File: src/rtl/adc_lockin_rx.sv
// Lock-in receiver: phase-locks to the DAC modulation period and emits acc_B - acc_A per period.
// Optional ADC_OVR_FLAG_EN adds a per-period over-range flag delivered with each result.
module adc_lockin_rx #(
  parameter int unsigned DATA_W = 16,
  parameter int unsigned PERIOD = 10000,
  parameter int unsigned HALF   = 5000,
  parameter int unsigned SKIP   = 16,
  parameter int unsigned ACC_W  = 32
) (
  input  logic              clk,
  input  logic              rst,
  input  logic              enable,
  input  logic              sync_in,
  input  logic [DATA_W-1:0] adc_data,
  input  logic              adc_ovr,
  output logic [ACC_W-1:0]  result,
  output logic              result_valid,
  input  logic              result_ready,
  output logic              result_ovr,
  output logic [7:0]        overrun_cnt,
  output logic              locked
);

  localparam int unsigned IDX_W = $clog2(PERIOD);
  localparam logic [IDX_W-1:0] LastIdx = IDX_W'(PERIOD - 1);

  typedef enum logic [1:0] {StIdle, StWaitSync, StAcc} state_e;

  state_e             state_q;
  logic [DATA_W-1:0]  s1_data_q;
  logic               s1_sync_q;
  logic [IDX_W-1:0]   idx_q;
  logic [ACC_W-1:0]   acc_a_q, acc_b_q;
  logic [ACC_W-1:0]   cand_q;
  logic               cand_valid_q;
  logic               cand_ovr;

  logic               restart, active, period_end, in_a, in_b;
  logic [IDX_W-1:0]   cur_idx;
  logic [ACC_W-1:0]   sample_ext, acc_a_sum, acc_b_sum;

  always_ff @(posedge clk or posedge rst) begin
    if (rst) begin
      s1_data_q <= '0;
      s1_sync_q <= 1'b0;
    end else begin
      s1_data_q <= adc_data;
      s1_sync_q <= sync_in;
    end
  end

  // A sync seen while waiting, or off the expected wrap, starts a fresh period at index 0.
  always_comb begin
    restart = s1_sync_q &&
              ((state_q == StWaitSync) || (state_q == StAcc && idx_q != LastIdx));
    if (restart || idx_q == LastIdx) begin
      cur_idx = '0;
    end else begin
      cur_idx = idx_q + IDX_W'(1);
    end
    active     = enable && ((state_q == StAcc) || (state_q == StWaitSync && s1_sync_q));
    period_end = active && (cur_idx == LastIdx);
    in_a       = (cur_idx >= IDX_W'(SKIP)) && (cur_idx < IDX_W'(HALF));
    in_b       = (cur_idx >= IDX_W'(HALF + SKIP));
    sample_ext = ACC_W'(s1_data_q);
    acc_a_sum  = (restart ? '0 : acc_a_q) + (in_a ? sample_ext : '0);
    acc_b_sum  = (restart ? '0 : acc_b_q) + (in_b ? sample_ext : '0);
  end

  always_ff @(posedge clk or posedge rst) begin
    if (rst) begin
      state_q      <= StIdle;
      locked       <= 1'b0;
      idx_q        <= '0;
      acc_a_q      <= '0;
      acc_b_q      <= '0;
      cand_q       <= '0;
      cand_valid_q <= 1'b0;
    end else begin
      cand_valid_q <= 1'b0;
      if (!enable) begin
        state_q <= StIdle;
        locked  <= 1'b0;
        idx_q   <= '0;
        acc_a_q <= '0;
        acc_b_q <= '0;
      end else begin
        case (state_q)
          StIdle: begin
            state_q <= StWaitSync;
            locked  <= 1'b0;
          end
          default: begin
            if (active) begin
              state_q <= StAcc;
              locked  <= 1'b1;
              idx_q   <= cur_idx;
              if (period_end) begin
                cand_q       <= acc_b_sum - acc_a_sum;
                cand_valid_q <= 1'b1;
                acc_a_q      <= '0;
                acc_b_q      <= '0;
              end else begin
                acc_a_q <= acc_a_sum;
                acc_b_q <= acc_b_sum;
              end
            end
          end
        endcase
      end
    end
  end

`ifdef ADC_OVR_FLAG_EN
  logic s1_ovr_q, sticky_q, cand_ovr_q, sticky_sum;

  assign sticky_sum = ((restart ? 1'b0 : sticky_q) | (s1_ovr_q && (in_a || in_b)));
  assign cand_ovr   = cand_ovr_q;

  always_ff @(posedge clk or posedge rst) begin
    if (rst) begin
      s1_ovr_q   <= 1'b0;
      sticky_q   <= 1'b0;
      cand_ovr_q <= 1'b0;
    end else begin
      s1_ovr_q <= adc_ovr;
      if (!enable) begin
        sticky_q <= 1'b0;
      end else if (active) begin
        sticky_q <= period_end ? 1'b0 : sticky_sum;
        if (period_end) cand_ovr_q <= sticky_sum;
      end
    end
  end
`else
  logic unused_ovr;
  assign unused_ovr = adc_ovr;
  assign cand_ovr   = 1'b0;
`endif

  // A candidate arriving while the held result is stalled is dropped and counted.
  always_ff @(posedge clk or posedge rst) begin
    if (rst) begin
      result       <= '0;
      result_valid <= 1'b0;
      result_ovr   <= 1'b0;
      overrun_cnt  <= '0;
    end else if (cand_valid_q) begin
      if (!result_valid || result_ready) begin
        result       <= cand_q;
        result_ovr   <= cand_ovr;
        result_valid <= 1'b1;
      end else if (overrun_cnt != 8'hFF) begin
        overrun_cnt <= overrun_cnt + 8'd1;
      end
    end else if (result_ready) begin
      result_valid <= 1'b0;
    end
  end

endmodule

File: config.mk
export PLATFORM = sky130hd
export DESIGN_NAME = adc_lockin_rx
export DESIGN_NICKNAME = d
export VERILOG_FILES = /design/src/rtl/adc_lockin_rx.sv
export SDC_FILE = /design/constraint.sdc
export NUM_CORES = 1
export LEC_CHECK = 0
export CORE_MARGIN = 2
export CORE_UTILIZATION = 45
export CTS_BUF_LIST = sky130_fd_sc_hd__clkbuf_2 sky130_fd_sc_hd__clkbuf_4 sky130_fd_sc_hd__clkbuf_8
export CTS_CLUSTER_SIZE = 14
export DETAILED_ROUTE_END_ITERATION = 6
export GPL_ROUTABILITY_DRIVEN = 0
export SYNTH_ARGS = -nofsm -noshare
export SYNTH_HDL_FRONTEND = slang
export SYNTH_SLANG_ARGS = --single-unit
File: constraint.sdc
create_clock -name clk -period 8.4 [get_ports clk]
set_input_delay 2.1 -clock clk [delete_from_list [all_inputs] [get_ports clk]]
set_output_delay 2.1 -clock clk [all_outputs]
set_load 0.02 [all_outputs]
==> results of run 1 <==
## stage by stage
| step | instances | util (%) | hold slack (ps) |
|---|---|---|---|
| after floorplan | 1188 | - | 435 |
| after global placement | 1543 | 49.3 | 450 |
| after detailed placement | 1543 | 49.3 | 459 |
| after CTS | 1574 | 51.0 | 482 |
| after global routing | 1574 | 51.0 | 505 |
| final | 1574 | 51.0 | 478 |
## worst paths after layout
check                      cells after the start  slack [ps]     endpoint         from
min reg2reg                                    2         480  acc_a_q[14]  acc_a_q[14]
min                                            2         480  acc_a_q[14]  acc_a_q[14]
max reg2reg                                   29         680   cand_q[31]     idx_q[0]
max in group asynchronous                      3        5180    result[9]          rst
max                                           29         680   cand_q[31]     idx_q[0]
min in group asynchronous                      2        2080   result[24]          rst
## sequential cells by signal, indices dropped and copies added, names as in the netlist
register      flops
cand_q           32
idx_q            14
state_q           1
cand_valid_q      1
result           32
result_valid      1
locked            1
overrun_cnt       8
acc_a_q          32
acc_b_q          32
s1_sync_q         1
s1_data_q        16
## synth_stat cells (8+ instances only)
master    number  area, sq um
dfrtp_1      171         4280
nand2_1      154          578
o21ai_0      110          551
ha_1          69          863
a21oi_1       66          330
and2_1        55          344
nor2_1        54          203
xnor2_1       52          455
xor2_1        45          394
mux2_2        34          383
inv_1         29          109
nor2b_1       27          169
a21o_1        26          195
clkbuf_1      26         97.6
nand3_1       23          115
a22o_1        20          175
and3_1        16          100
o21ai_1       15         75.1
nand2b_1      13         81.3
nor3_1        13         65.1
o31ai_1       10         75.1
nand4_1        9         56.3
a31oi_1        8         50.1
## metal layers
metal | routed length, um | up-vias | GRT usage [%]
met5 | 0 | - | 0
li1 | - | 4312 | -
met4 | 272 | 0 | 4.59
met3 | 926 | 21 | 3.19
met1 | 13500 | 4074 | 32.0
met2 | 11000 | 169 | 31.5
## tightest hold or removal path: cells and delay by family (launching register included)
family	cells	cell delay, ps
flops	1	340
compound gates	1	60
simple gates	1	40
## power groups by stage
stage,clock network (mW),logic (mW),registers (mW)
floorplan,0,0.0521,0.848
global placement,0,0.0853,0.850
detailed placement,0,0.0860,0.850
CTS,0.620,0.0859,0.834
global route,0.656,0.0937,0.835
finish,0.604,0.0843,0.834
## area by class of cell
cell class | instances | area (sq um)
multi-input combinational | 942 | 6400
sequential | 171 | 4280
fill | 2242 | 11900
clock buffer | 17 | 234
tap | 324 | 405
timing repair buffer | 76 | 726
inverter | 30 | 118
clock inverter | 14 | 163
## kinds of logic (layout without fill, tap and decap cells)
family | after synthesis | in the layout
simple gates | 410 | 410
fa+ha+maj | 72 | 72
compound gates | 326 | 326
flops | 171 | 171
xor+xnor | 98 | 98
mux | 35 | 35
buf+inv | 75 | 137
other cells | 1 | 1
==> metrics.yaml, run 1 <==
start_util_pct: 45.5
p_sw_share_pct: 26.6
critical_path_class: "reg2reg"
hpwlAfterDp_um: 18400
power_mw: 1.52
setup-tns-final_ps: 0
pwr_density_nw_per_um2: 124
grt.overflow.total: 0
slew_headroom_pct: 48.1
drc_errors: 0
worst_case_clock_buffer_depth: 2
post_route_cells_drive_above_1_share_pct: 9.36
synth_area_sq_um: 11000
summed_area_of_non_filler_cells_in_the_final_layout_sq_um: 12300
fin_ws_ps: 683
class_of_the_tightest_hold_or_removal_check: "reg2reg"
ant_nets: 0
most-common-layout-cells: "dfrtp_1 (171), nand2_1 (154), o21ai_0 (110)"
synthToLayoutAreaGrowth_pct: 12.1
path_clk_slew_ps: 100
critical_path.startpoint_type: "flip-flop"
comb_power_share_pct: 5.5
biggest_fanout_along_the_worst_timing_path: 16
design.die.area_sq_um: 25700
fin_skew_ps: 16.0
post_synth_inst_count: 1188
numCtsBuffers: 17
number_of_gates_resized_after_cts: 0
post_synth_adder_cell_area_pct: 8.40
net-switching-power_mw: 0.404
port-buffer-count: 62
ctsRootBufferMaster: "clkbuf_8"
yosys.cell_types.count: 87
number_of_flops_mapped_to_enable_cells_by_yosys: 0
avgSynthCellArea_sq_um: 9.25
synth-compound-area-share_pct: 18.8
drt-vias-per-instance: 5.45
share_of_synthesized_area_spent_on_multiplexers_pct: 3.59
initial_antenna_violation_count: 0
power.ir.vdd_worst_v: 0.0000827
core-area_sq_um: 24200
largest_family_of_logic_cells_by_synthesized_area: "simple AND/OR/NAND/NOR gates"
synth-warning-count: 0
finalWirelength_um: 25700
antenna-diode-count: 0
io_pins: 65
clk_latency_ps: 480
mostFrequentLayoutCell: "dfrtp_1"
final_hold_fails: 0
critical_path.n_buffers_inverters: 0
tritoncts_num_sinks: 171
drtIter0Drc: 541
placedInstanceArea_sq_um: 11900
drt_pre_antenna_iters: 5
tritoncts_clock_tree: "yes"
fmaxAchievable_ghz: 0.130
post_place_worst_slack_ps: 630
outcome: "finished, final reports clean"
critPathMaxStageDelay_ps: 560
cp_data_arrival_time_ps: 8090
worst_path_dominant_cell_family: "compound AO/OA/AOI/OAI gates"
rsz0062_at_grt: "false"
layout_worst_path_cycle_share_pct: 91.9
wire_per_inst_um: 16.3
share_clk_of_total_power_pct: 39.7
fin_crit_ps: 7720
postSynthRegisterBits: 171
xor_and_xnor_area_share_after_synthesis_pct: 7.93
timing.final.setup_violations: 0
static_leak_nw: 5.66
hold_buffers: 0
max_slew.worst_pin.slew_ps: 774
chipWidth_um: 160
grt_pass1_vias: 8277
share_seq_of_total_power_pct: 54.8
pin_count_of_the_biggest_net_entering_global_routing: 63
synth-async-reset-ratio_pct: 100
critical_path_sink_type: "flip-flop"
die_h_um: 160
synth-seq-area-share_pct: 38.9
postSynth.topFlopCell: "dfrtp_1"
slowest_stage: "o311a_1"
report.final.slew_viol_count: 0
post-cts-setup-buffers: 0
post_synth_and_or_nand_nor_area_fraction_pct: 19.4
max_cap_viol_count: 0
first_pass_grt_wire_length_um: 43500
rows: 57
finalNetCount: 1332
cts_max_level: 4
synth.net_count: 1282
grt_usage_pct: 21.0
num_vias: 8576
internal-power_mw: 1.12
worst-endpoint-required_ps: 8770
Power figures use the tool's default switching activity.
==> run 2, diff against run 1 <==
--- a/config.mk
+++ b/config.mk
@@ -5,12 +5,15 @@
 export SDC_FILE = /design/constraint.sdc
 export NUM_CORES = 1
 export LEC_CHECK = 0
+export CAP_MARGIN = 20
 export CORE_MARGIN = 2
-export CORE_UTILIZATION = 45
+export CORE_UTILIZATION = 50
 export CTS_BUF_LIST = sky130_fd_sc_hd__clkbuf_2 sky130_fd_sc_hd__clkbuf_4 sky130_fd_sc_hd__clkbuf_8
 export CTS_CLUSTER_SIZE = 14
 export DETAILED_ROUTE_END_ITERATION = 6
 export GPL_ROUTABILITY_DRIVEN = 0
+export PLACE_DENSITY = 0.69
 export SYNTH_ARGS = -nofsm -noshare
 export SYNTH_HDL_FRONTEND = slang
 export SYNTH_SLANG_ARGS = --single-unit
+export TNS_END_PERCENT = 10
==> run 2 against run 1 <==
Against the previous run: final cell count shrank 2.9%; global-route usage grew 1.3 points; sequential cell count is the same; critical endpoint unchanged; largest cell class unchanged.
==> metrics.yaml, run 2 (same netlist as run 1, synthesis figures left out) <==
antenna-diode-count: 0
layout_worst_path_cycle_share_pct: 92.0
drt-vias-per-instance: 5.66
num_vias: 8641
ctsRootBufferMaster: "clkbuf_8"
die_h_um: 152
worst-endpoint-required_ps: 8740
slowest_stage: "o311a_1"
worstRegToRegCells: 29
cts_max_level: 4
number_of_gates_resized_after_cts: 0
tritoncts_clock_tree: "yes"
multiInputGateArea_sq_um: 6400
setup-tns-final_ps: 0
finalWirelength_um: 24900
numCtsBuffers: 17
rows: 54
pin_count_of_the_biggest_net_entering_global_routing: 106
rsz0062_at_grt: "false"
cp_data_arrival_time_ps: 8070
report.final.slew_viol_count: 0
pwr_density_nw_per_um2: 122
most-common-layout-cells: "dfrtp_1 (171), nand2_1 (154), o21ai_0 (110)"
clk_latency_ps: 460
worst_case_clock_buffer_depth: 2
fin_crit_ps: 7730
hold_buffers: 0
hpwlAfterDp_um: 17900
timing.final.setup_violations: 0
port-buffer-count: 62
design.die.area_sq_um: 23200
post-cts-setup-buffers: 0
grt_pass1_vias: 8421
mostFrequentLayoutCell: "dfrtp_1"
slew_headroom_pct: 38.6
ant_nets: 0
critPathMaxStageDelay_ps: 560
wire_per_inst_um: 16.3
fmaxAchievable_ghz: 0.129
grt.overflow.total: 0
finalNetCount: 1329
outcome: "finished, final reports clean"
tritoncts_num_sinks: 171
max_slew.worst_pin.slew_ps: 921
static_leak_nw: 5.64
drt_pre_antenna_iters: 5
max_cap_viol_count: 0
core-area_sq_um: 21700
hold-path-cell-count: 2
critical_path.startpoint_type: "flip-flop"
final_hold_fails: 0
nFillCells: 1922
class_of_the_tightest_hold_or_removal_check: "reg2reg"
synthToLayoutAreaGrowth_pct: 11.3
drtIter0Drc: 498
path_clk_slew_ps: 100
fin_skew_ps: 11.3
worst_hold_slack_ps: 468
post_route_cells_drive_above_1_share_pct: 9.29
io_pins: 65
start_util_pct: 50.7
finish.utilization_pct: 56.4
biggest_fanout_along_the_worst_timing_path: 16
chipWidth_um: 152
critPathMostFrequentCell: "o21ai_0"
grt_usage_pct: 22.2
critical_path_class: "reg2reg"
power.ir.vdd_worst_v: 0.0000695
critical_path_sink_type: "flip-flop"
drc_errors: 0
first_pass_grt_wire_length_um: 42400
initial_antenna_violation_count: 0
area.sequential_sq_um: 4280
[run 2: metal layers]
metal,up-vias,share of wire [%],track usage (%)
met5,-,0,0
met4,0,1.5,6.05
met3,25,4.0,3.33
met2,174,44,34.1
met1,4140,50,32.9
li1,4302,-,-
[run 2: final timing paths]
check	from	to	slack (ps)
setup reg to reg	idx_q[0]	cand_q[31]	670
setup / recovery	idx_q[0]	cand_q[31]	670
hold reg to reg	cand_q[4]	cand_q[4]	470
max in group asynchronous	rst	s1_data_q[2]	4730
min in group asynchronous	rst	idx_q[5]	2230
hold / removal	cand_q[4]	cand_q[4]	470
[run 2: critical path: cells and delay by family (launching register included)]
family,cells,cell delay [ps]
xor+xnor,3,530
buf+inv,1,180
mux,1,290
flops,1,450
simple gates,6,1300
compound gates,14,3610
fa+ha+maj,4,1230
[run 2: cell type report]
class / instances / share of cell area [%]
timing repair buffer: 73 / 5.75
clock inverter: 13 / 1.09
clock buffer: 19 / 2.09
multi-input combinational: 942 / 52.3
inverter: 30 / 0.961
tap: 280 / 2.86
sequential: 171 / 35.0
[run 2: where the power goes]
group          leakage (nW)  internal [mW]  switching [mW]
Combinational          3.10         0.0201          0.0623
Sequential             2.35          0.828         0.00552
Clock                 0.195          0.254           0.327
Total                  5.64           1.10           0.394
[run 2: stage by stage]
stage	power (mW)	setup slack, ps	cells	area (sq um)
6_report	1.50	671	1528	12200
5_1_grt	1.56	41.1	1528	12200
4_1_cts	1.52	583	1528	12200
3_5_place_dp	0.933	622	1496	11800
3_3_place_gp	0.932	752	1496	11800
2_1_floorplan	0.900	1520	1188	11000
